--- config.mk ---
export PLATFORM = sky130hd
export DESIGN_NAME = lsu_mem_ctrl
export DESIGN_NICKNAME = d
export VERILOG_FILES = /design/src/rtl/lsu_mem_ctrl.sv
export SDC_FILE = /design/constraint.sdc
export NUM_CORES = 1
export LEC_CHECK = 0
export CELL_PAD_IN_SITES_DETAIL_PLACEMENT = 1
export CELL_PAD_IN_SITES_GLOBAL_PLACEMENT = 1
export CORE_UTILIZATION = 37
export DETAILED_ROUTE_END_ITERATION = 7
export PLACE_DENSITY_LB_ADDON = 0.05
export SYNTH_ARGS = -nofsm -noshare
export SYNTH_HDL_FRONTEND = slang
export SYNTH_SLANG_ARGS = --single-unit
--- constraint.sdc ---
create_clock -name clk -period 5.4 [get_ports clk]
set_clock_uncertainty 0.1 [all_clocks]
set_input_delay 0.54 -clock clk [delete_from_list [all_inputs] [get_ports clk]]
set_output_delay 0.54 -clock clk [all_outputs]
set_load 0.03 [all_outputs]
--- src/rtl/lsu_mem_ctrl.sv ---
// Load/store initiator for a word-only data memory: aligns strobes to words,
// extends load lanes and merges byte/halfword stores by read-modify-write.
module lsu_mem_ctrl #(
   parameter int WIDTH = 32
) (
   input  logic             clk,
   input  logic             rst_n,
   input  logic             i_req_valid,
   output logic             o_req_ready,
   input  logic             i_req_we,
   input  logic [2:0]       i_req_funct3,
   input  logic [WIDTH-1:0] i_req_addr,
   input  logic [WIDTH-1:0] i_req_wdata,
   output logic             o_resp_valid,
   output logic             o_resp_err,
   output logic [WIDTH-1:0] o_resp_rdata,
   output logic             o_mem_rd_en,
   output logic             o_mem_wr_en,
   output logic [WIDTH-1:0] o_mem_addr,
   output logic [WIDTH-1:0] o_mem_wr_data,
   input  logic [WIDTH-1:0] i_mem_rd_data
);

   typedef enum logic [2:0] {
      ST_IDLE   = 3'd0,
      ST_LOAD   = 3'd1,
      ST_RMW_RD = 3'd2,
      ST_WRITE  = 3'd3,
      ST_RESP   = 3'd4
   } state_t;

   state_t           r_state;
   logic [2:0]       r_funct3;
   logic [WIDTH-1:0] r_addr;
   logic [WIDTH-1:0] r_wdata;
   logic             r_req_ready;
   logic             r_resp_valid;
   logic             r_resp_err;
   logic [WIDTH-1:0] r_resp_rdata;
   logic             r_mem_rd_en;
   logic             r_mem_wr_en;
   logic             w_accept;

   function automatic logic f_req_err(input logic we, input logic [2:0] f3,
                                      input logic [1:0] a);
      logic err;
      case (f3)
         3'b000:  err = 1'b0;
         3'b001:  err = a[0];
         3'b010:  err = (a != 2'b00);
         3'b100:  err = we;
         3'b101:  err = we | a[0];
         default: err = 1'b1;
      endcase
      return err;
   endfunction

   function automatic logic [WIDTH-1:0] f_load_ext(input logic [2:0] f3,
                                                   input logic [1:0] lane,
                                                   input logic [WIDTH-1:0] word);
      logic [7:0]       b;
      logic [15:0]      h;
      logic [WIDTH-1:0] res;
      b = word[{lane, 3'b000} +: 8];
      h = lane[1] ? word[31:16] : word[15:0];
      case (f3)
         3'b000:  res = {{(WIDTH-8){b[7]}}, b};
         3'b001:  res = {{(WIDTH-16){h[15]}}, h};
         3'b010:  res = word;
         3'b100:  res = {{(WIDTH-8){1'b0}}, b};
         3'b101:  res = {{(WIDTH-16){1'b0}}, h};
         default: res = {WIDTH{1'b0}};
      endcase
      return res;
   endfunction

   function automatic logic [WIDTH-1:0] f_store_merge(input logic [2:0] f3,
                                                      input logic [1:0] lane,
                                                      input logic [WIDTH-1:0] old,
                                                      input logic [WIDTH-1:0] wd);
      logic [WIDTH-1:0] mask;
      logic [WIDTH-1:0] ins;
      case (f3)
         3'b000: begin
            mask = {{(WIDTH-8){1'b0}}, 8'hFF} << {lane, 3'b000};
            ins  = {{(WIDTH-8){1'b0}}, wd[7:0]} << {lane, 3'b000};
         end
         3'b001: begin
            mask = {{(WIDTH-16){1'b0}}, 16'hFFFF} << {lane[1], 4'b0000};
            ins  = {{(WIDTH-16){1'b0}}, wd[15:0]} << {lane[1], 4'b0000};
         end
         default: begin
            mask = {WIDTH{1'b1}};
            ins  = wd;
         end
      endcase
      return (old & ~mask) | (ins & mask);
   endfunction

   assign w_accept      = i_req_valid & r_req_ready;
   assign o_req_ready   = r_req_ready;
   assign o_resp_valid  = r_resp_valid;
   assign o_resp_err    = r_resp_err;
   assign o_resp_rdata  = r_resp_rdata;
   assign o_mem_rd_en   = r_mem_rd_en;
   assign o_mem_wr_en   = r_mem_wr_en;
   assign o_mem_addr    = {r_addr[WIDTH-1:2], 2'b00};
   assign o_mem_wr_data = r_wdata;

   // Request FSM; every output is set on the transition into the state that owns it.
   always_ff @(posedge clk or negedge rst_n) begin
      if (!rst_n) begin
         r_state      <= ST_IDLE;
         r_funct3     <= 3'b000;
         r_addr       <= {WIDTH{1'b0}};
         r_wdata      <= {WIDTH{1'b0}};
         r_req_ready  <= 1'b1;
         r_resp_valid <= 1'b0;
         r_resp_err   <= 1'b0;
         r_resp_rdata <= {WIDTH{1'b0}};
         r_mem_rd_en  <= 1'b0;
         r_mem_wr_en  <= 1'b0;
      end else begin
         case (r_state)
            ST_IDLE: begin
               if (w_accept) begin
                  r_funct3    <= i_req_funct3;
                  r_addr      <= i_req_addr;
                  r_wdata     <= i_req_wdata;
                  r_req_ready <= 1'b0;
                  if (f_req_err(i_req_we, i_req_funct3, i_req_addr[1:0])) begin
                     r_state      <= ST_RESP;
                     r_resp_valid <= 1'b1;
                     r_resp_err   <= 1'b1;
                     r_resp_rdata <= {WIDTH{1'b0}};
                  end else if (!i_req_we) begin
                     r_state     <= ST_LOAD;
                     r_mem_rd_en <= 1'b1;
                  end else if (i_req_funct3 == 3'b010) begin
                     r_state     <= ST_WRITE;
                     r_mem_wr_en <= 1'b1;
                  end else begin
                     r_state     <= ST_RMW_RD;
                     r_mem_rd_en <= 1'b1;
                  end
               end else begin
                  r_state <= ST_IDLE;
               end
            end
            ST_LOAD: begin
               r_mem_rd_en  <= 1'b0;
               r_resp_rdata <= f_load_ext(r_funct3, r_addr[1:0], i_mem_rd_data);
               r_resp_valid <= 1'b1;
               r_resp_err   <= 1'b0;
               r_state      <= ST_RESP;
            end
            ST_RMW_RD: begin
               r_mem_rd_en <= 1'b0;
               r_wdata     <= f_store_merge(r_funct3, r_addr[1:0], i_mem_rd_data, r_wdata);
               r_mem_wr_en <= 1'b1;
               r_state     <= ST_WRITE;
            end
            ST_WRITE: begin
               r_mem_wr_en  <= 1'b0;
               r_resp_valid <= 1'b1;
               r_resp_err   <= 1'b0;
               r_resp_rdata <= {WIDTH{1'b0}};
               r_state      <= ST_RESP;
            end
            ST_RESP: begin
               r_resp_valid <= 1'b0;
               r_resp_err   <= 1'b0;
               r_req_ready  <= 1'b1;
               r_state      <= ST_IDLE;
            end
            default: begin
               r_mem_rd_en  <= 1'b0;
               r_mem_wr_en  <= 1'b0;
               r_resp_valid <= 1'b0;
               r_resp_err   <= 1'b0;
               r_req_ready  <= 1'b1;
               r_state      <= ST_IDLE;
            end
         endcase
      end
   end

endmodule

Word level (Yosys, flattened, before mapping) --
Cells that the tools add are included.
Cells by class: equal/unequal tests 18, shift-type cells 5, bitwise gates (word level) 10, reduce and logical (&&, ||, !) cells 17, muxes and demuxes 35
Operators by type and width (count):
- $pmux W32 S2 | 3
- $mux W32 | 5
- $pmux W32 S5 | 1
- $pmux W32 S3 | 1
- $and A32 B32 Y32 | 2
- $not A32 Y32 | 1
- $or A32 B32 Y32 | 1
- $shiftx A32 B6 Y8 | 1
- $shl A16 B5 Y32 | 1
- $shl A16 B5 Y32 const A | 1
- $shl A8 B5 Y32 | 1
- $shl A8 B5 Y32 const A | 1
- $mux W16 | 1
- $eq A3 B3 Y1 const B | 5
- $mux W1 | 14
- $eq A3 B2 Y1 const B | 4
- $ne A2 B2 Y1 const B | 5
- $eq A3 B1 Y1 const B | 3
- $logic_not A3 Y1 | 3
- $pmux W3 S3 | 1
- $mux W3 | 2
- $pmux W1 S2 | 3
- $pmux W1 S3 | 2
- $reduce_and A2 Y1 | 3
- other kinds (13) | 20
Storage, ports and cells: logic and storage cells 95, register bits 107, input bits 103

Logic depth before layout (Yosys ltp) --
Gate-level depths: netlist of run 1.
depth in word-level cells 7, gate-level depth with buffers 7

Worst setup path after synthesis of run 1 --
Ideal clock, no wire load.
kind in2reg, start input port i_req_funct3[0], end register r_resp_rdata[22], in the netlist o_resp_rdata[22], setup time 0.077 ns, cell stages on the path 6, setup slack 3.476 ns, data required time 5.223 ns, data arrival time 1.747 ns, cell sequence or4_4 -> a41oi_4 -> buf_6 -> buf_12 -> nand2_1 -> o21ai_1
Between the ends: cells in the longest elaborated chain, start to end 6
RTL lines:
- start, declared | RTL line 11 | input logic [2:0] i_req_funct3,
- $eq A3 B3 Y1, or another cell as far along | RTL line 47 | case (f3)
- $pmux W1 S5 * | RTL line 47
- $mux W1 * | RTL line 126 | if (w_accept) begin
- $mux W1 * | RTL line 124 | case (r_state)
- $ne A2 B2 Y1 (no line) *
- $reduce_and A3 Y1 (no line) *
- end signal, assigned | RTL line 120 | r_resp_rdata <= {WIDTH{1'b0}};
- end signal, assigned | RTL line 135 | r_resp_rdata <= {WIDTH{1'b0}};
- end signal, assigned | RTL line 152 | r_resp_rdata <= f_load_ext(r_funct3, r_addr[1:0], i_mem_rd_data);
- end, declared | RTL line 39 | logic [WIDTH-1:0] r_resp_rdata;
Mark *: on every way between the ends. The rest lies on a longest branch, timed or not. The select of a mux whose other input is x is not followed. A chain may end at the register's enable or synchronous reset.

Final worst setup path of run 1 --
start input port i_req_valid, end register r_addr[27]
Between the ends: cells in the longest elaborated chain, start to end 2
RTL lines:
- start, declared | RTL line 8 | input logic i_req_valid,
- $and A1 B1 Y1 | RTL line 100 | assign w_accept = i_req_valid & r_req_ready;
- $reduce_and A2 Y1 (no line)
- end signal, assigned | RTL line 115 | r_addr <= {WIDTH{1'b0}};
- end signal, assigned | RTL line 128 | r_addr <= i_req_addr;
- end, declared | RTL line 34 | logic [WIDTH-1:0] r_addr;
Every way passes these cells.

==> results of run 1 <==
[per-stage QoR]
stage	power, W	setup slack (ns)	cell area [µm²]	util (%)	hold WS (ns)
3_3_place_gp	0.00440	2.18	7490	49.4	0.360
3_5_place_dp	0.00450	2.08	7490	49.4	0.375
4_1_cts	0.00518	2.44	7780	51.4	0.0729
5_1_grt	0.00544	2.32	7780	51.4	0.0973
6_report	0.00513	2.47	7780	51.4	0.0647
2_1_floorplan	0.00358	3.48	5710	-	0.144
[Yosys cell counts (all sizes together) (3+ instances only)]
cell type	n
a221oi	10
a31o	7
nor3	6
mux4	8
o21ai	62
dfrtp	106
nand3b	8
o311a	3
a21oi	42
nand2	59
clkbuf	11
buf	62
nor2b	3
nor3b	4
inv	10
nor2	12
a221o	8
a31oi	8
a21o	9
and2	9
nand3	3
a22oi	32
mux2	36
[area by class of cell]
type,instances,area (µm²)
Inverter,10,37.5
Clock buffer,14,254
Timing Repair Buffer,206,2050
Multi-Input combinational cell,351,2490
Clock inverter,2,37.5
Tap cell,188,235
Fill cell,1654,7370
Sequential cell,107,2680
[cells by family after synthesis]
group / after synthesis
AOI/OAI and AO/OA: 190
and+or+nand+nor: 113
DFF: 107
buffers and inverters: 83
muxes: 46
other: 1
[critical path, cell delays in order]
cell,delay (ns)
clkdlybuf4s50_1,0.52
and3b_1,0.32
and2_2,0.67
buf_4,0.54
mux2_2,0.40
[power by group through the flow]
stage | logic (W) | registers [W] | clock network, W
floorplan | 0.00174 | 0.00184 | 0
global placement | 0.00289 | 0.00151 | 0
detailed placement | 0.00297 | 0.00153 | 0
CTS | 0.00298 | 0.00152 | 0.000684
global route | 0.00316 | 0.00157 | 0.000709
finish | 0.00296 | 0.00151 | 0.000663
[metal layers]
metal,global-route usage [%],part of all wire (%),wire length [µm]
met1,32.1,43,8220
met3,4.97,5.9,1120
met5,0,0,0
met2,38.1,47,8900
met4,14.1,3.9,746
[worst max-delay path by stage]
stage | startpoint | to | slack [ns]
floorplan | i_req_funct3[0] | o_resp_rdata[22]$_DFFE_PN0P_ | 3.48
global placement | i_req_valid | r_addr[24]$_DFFE_PN0P_ | 2.18
detailed placement | i_req_valid | r_addr[17]$_DFFE_PN0P_ | 2.08
CTS | i_req_valid | r_addr[27]$_DFFE_PN0P_ | 2.44
global route | i_req_valid | r_addr[27]$_DFFE_PN0P_ | 2.32
finish | i_req_valid | r_addr[27]$_DFFE_PN0P_ | 2.47
==> impl_metrics.tcl, run 1 <==
set metrics [dict create \
    status "finished, final reports clean" \
    ant_nets 0 \
    synthAdderAreaFrac_pct 0 \
    netSwitchingPower_w 0.00233 \
    grt_pass1_vias 5112 \
    rsz0062_at_grt "no" \
    firstDrtPassIters 4 \
    async_flop_share_pct 100 \
    syn_avg_cell_area_um2 10.6 \
    drive_gt1_share_pct 13.5 \
    cts-root-buf "clkbuf_16" \
    p_comb_share_pct 57.6 \
    synthMuxAreaShare_pct 10.7 \
    hold_viol 0 \
    die_h_um 126 \
    worst_pin_slew_ns 0.986 \
    slew_headroom_pct 34.0 \
    critPathRequiredTime_ns 5.52 \
    start_util_pct 37.7 \
    power.density_nw_per_um2 660 \
    synth_edf_count 0 \
    cp_max_fo 37 \
    num_rows 45 \
    dieWidth_um 126 \
    hpwl_um 14100 \
    fin_crit_ns 2.93 \
    r2r_end "o_resp_rdata[5]$_DFFE_PN0P_" \
    viasPerCell 5.54 \
    synth_top_family_by_area "compound AO/OA/AOI/OAI gates" \
    maxCapViolations 0 \
    p_int_w 0.00280 \
    clkLatencyLatePin_ns 0.35 \
    cts_buffers 9 \
    postCtsSetupBuffers 0 \
    synth_compound_area_share_pct 22.8 \
    yosysSeqAreaShare_pct 46.9 \
    clk_path_buf_depth 2 \
    critPathArrivalTime_ns 3.05 \
    mostFrequentLayoutCell "clkdlybuf4s50_1" \
    nNetsFinal 788 \
    area_growth_pct 36.3 \
    cts.sinks 107 \
    via_count 4865 \
    pin_count 204 \
    r2r-start "r_funct3[0]$_DFFE_PN0P_" \
    ys_ff_latch 107 \
    layout_common_cells "clkdlybuf4s50_1, dfrtp_1, nand2_1" \
    grt_antenna_before_repair 0 \
    cts_resized 0 \
    reg2regPathDepth 4 \
    power.static_leakage_nw 3.15 \
    die_area_um2 15900 \
    synth_cells 540 \
    worst-r2r-setup-slack_ns 2.61 \
    grt_first_pass_wirelength_um 29600 \
    core_um2 15100 \
    cts-hold-fix-buffers 0 \
    routabilityCongestion 0.914 \
    dr.first_iter.drc_count 198 \
    drv_slew 0 \
    n_antenna_cell 0 \
    synth_top_area_share_pct 46.5 \
    fin_cells 878 \
    grt_max_degree 69 \
    drt-total-wl_um 19000 \
    grt_use_total_pct 24.6 \
    grt.overflow.total 0 \
    ys_warn_count 0 \
    synthTopCellsByArea "dfrtp_1, mux2_2, buf_4" \
    setup_viol 0 \
    syn_area_um2 5710 \
    p_clk_share_pct 12.9 \
    synthFlopType "dfrtp_1" \
    port_buffers 201 \
    placedCellCount 862 \
    critPathLaunchType "input port" \
    min_path_type "in -> async" \
    synth_cell_types 52 \
    synth-simple-area-share_pct 9.95 \
    post_drt_wl_per_cell_um 21.6 \
    htreeDepth 3 \
    tritoncts "done" \
    clk_pin_slew_ns 0.07 \
    finalCritPeriodShare_pct 54.2 \
    peakVddDrop_mv 0.348 \
    tns_ns 0 \
    pwr-share-seq_pct 29.4 \
    crit_type "in -> reg" \
    synth-xor-area-share_pct 0 \
    cp-end-kind "flop" \
    yosysTopAreaCell "dfrtp_1" \
    post-route-drc-count 0 \
    fmax_mhz 342 \
    p_sw_share_pct 45.5 \
]
Power figures use the tool's default switching activity.
==> run 2, diff against run 1 <==
- CORE_UTILIZATION: 37 -> 31
- clock period: 5.4 -> 2.65 ns (I/O delays scaled with it)
==> run 2 against run 1 <==
Total power increased by 110%. Combinational power rose by 110%. Worst hold slack better by 0.14 ns. Clock power grew 120%. Largest cell class unchanged. Wire length rose by 8.9%. Non-clock buffer count up 23. Register-to-register slack lost 2.2 ns. Flip-flop and latch count did not move. Core utilization is 6.5 points lower. Die area up 19%. Via count increased by 3.9%.
==> impl_metrics.tcl, run 2 (synthesis results as in run 1) <==
set metrics [dict create \
    drt-total-wl_um 20700 \
    die_area_um2 19000 \
    r2r-start "r_state[0]$_DFF_PN0_" \
    worst_pin_slew_ns 0.586 \
    crit_family "simple AND/OR/NAND/NOR gates" \
    seqCellArea_um2 2680 \
    critPathLaunchType "flop" \
    worst-r2r-setup-slack_ns 0.44 \
    power.static_leakage_nw 3.30 \
    cts_buffers 9 \
    slew_headroom_pct 60.8 \
    fmax_mhz 453 \
    port_buffers 201 \
    dr.first_iter.drc_count 229 \
    netSwitchingPower_w 0.00488 \
    cp_max_fo 13 \
    grt_pass1_vias 5227 \
    critPathMaxStageDelay_ns 0.65 \
    grt_max_degree 60 \
    place_ws_ns 0.336 \
    start_util_pct 31.7 \
    finalCritPeriodShare_pct 83.2 \
    finish.utilization_pct 44.8 \
    worst-path-buf-inv 1 \
    mostFrequentLayoutCell "clkdlybuf4s50_1" \
    cts.sinks 107 \
    clk_pin_slew_ns 0.07 \
    critPathRequiredTime_ns 2.77 \
    tritoncts "done" \
    cp-end-kind "flop" \
    setup_viol 0 \
    tns_ns 0 \
    p_int_w 0.00597 \
    peakVddDrop_mv 0.536 \
    finalPower_w 0.0109 \
    rsz0062_at_grt "no" \
    post_drt_wl_per_cell_um 22.0 \
    p_comb_share_pct 58.5 \
    status "finished, final reports clean" \
    multiInputGateArea_um2 2490 \
    viasPerCell 5.37 \
    crit_chain "or3b_1 -> buf_4 -> a221oi_1 -> o21ai_1" \
    grt_first_pass_wirelength_um 31200 \
    crit_type "reg -> reg" \
    ant_nets 0 \
    via_count 5055 \
    num_rows 49 \
    drv_slew 0 \
    cp_slowest_cell "or3b_1" \
    n_antenna_cell 0 \
    nFillCells 1966 \
    drive_gt1_share_pct 16.6 \
    clkLatencyLatePin_ns 0.35 \
    critPathArrivalTime_ns 2.32 \
    routabilityCongestion 0.879 \
    layout_common_cells "clkdlybuf4s50_1, dfrtp_1, nand2_1" \
    die_h_um 138 \
    post-route-drc-count 0 \
    cts-root-buf "clkbuf_16" \
    core_um2 18000 \
    pin_count 204 \
    firstDrtPassIters 4 \
    hold_viol 0 \
    power.density_nw_per_um2 1340 \
    htreeDepth 3 \
    grt_use_total_pct 22.4 \
    nNetsFinal 811 \
    cts_resized 0 \
    p_clk_share_pct 13.7 \
    area_growth_pct 41.5 \
    min_path_type "in -> async" \
    pwr-share-seq_pct 27.8 \
    finalWorstSetupSlack_ns 0.444 \
    dieWidth_um 138 \
    reg2regPathDepth 4 \
    maxCapViolations 0 \
    fin_crit_ns 2.21 \
    p_sw_share_pct 45.0 \
    grt.overflow.total 0 \
    clk_path_buf_depth 2 \
    grt_antenna_before_repair 0 \
    hpwl_um 15900 \
]
## run 2: how the worst max path moves through the flow
| stage | startpoint | end | slack (ns) | depth (start not counted) |
|---|---|---|---|---|
| detailed placement | i_req_valid | r_funct3[1]$_DFFE_PN0P_ | 0.34 | 5 |
| CTS | r_state[0]$_DFF_PN0_ | flop | 0.45 | 4 |
| global route | r_state[0]$_DFF_PN0_ | flop | 0.34 | 4 |
| global placement | i_req_valid | r_addr[0]$_DFFE_PN0P_ | 0.38 | 5 |
| finish | r_state[0]$_DFF_PN0_ | flop | 0.44 | 4 |
| floorplan | o_req_ready$_DFFE_PN1P_ | r_addr[0]$_DFFE_PN0P_ | 0.74 | 6 |
## run 2: repair_timing
action	CTS	global route
endpoints found under the hold margin	71	0
setup buffers	0	0
hold buffers	1	0
## run 2: per-layer routing
metal  wire length [µm]  up-vias  track usage [%]  share of wire, %
met3               1390       25             4.93               6.7
met5                  0        -                0                 0
li1                   -     2274                -                 -
met2               9640      187             34.8                47
met1               9210     2569             30.5                45
met4                414        0             8.03               2.0
## run 2: layout make-up
cell class,instances,area share (%)
Inverter,10,0.465
Tap cell,229,3.55
Sequential cell,107,33.2
Timing Repair Buffer,229,28.0
Clock inverter,4,0.914
Multi-Input combinational cell,351,30.8
Clock buffer,11,3.13
## run 2: stage by stage
step / hold WS (ns) / std cells / area [µm²]
finish: 0.209 / 941 / 8080
global route: 0.211 / 941 / 8080
CTS: 0.203 / 941 / 8080
detailed placement: 0.0267 / 925 / 7740
global placement: 0.0257 / 925 / 7740
floorplan: -0.131 / 541 / 5710
## run 2: worst register-to-register path: stages, from the launching register on
cell and delay (ns):
dfrtp_1 0.48, or3b_1 0.65, buf_4 0.28, a221oi_1 0.40
o21ai_1 0.15
## run 2: power by group through the flow
stage	sequential [W]	combinational (W)	clock, W
after floorplan	0.00375	0.00355	0
after global placement	0.00302	0.00624	0
after detailed placement	0.00304	0.00636	0
after CTS	0.00303	0.00638	0.00153
after global routing	0.00313	0.00679	0.00159
final	0.00302	0.00635	0.00149
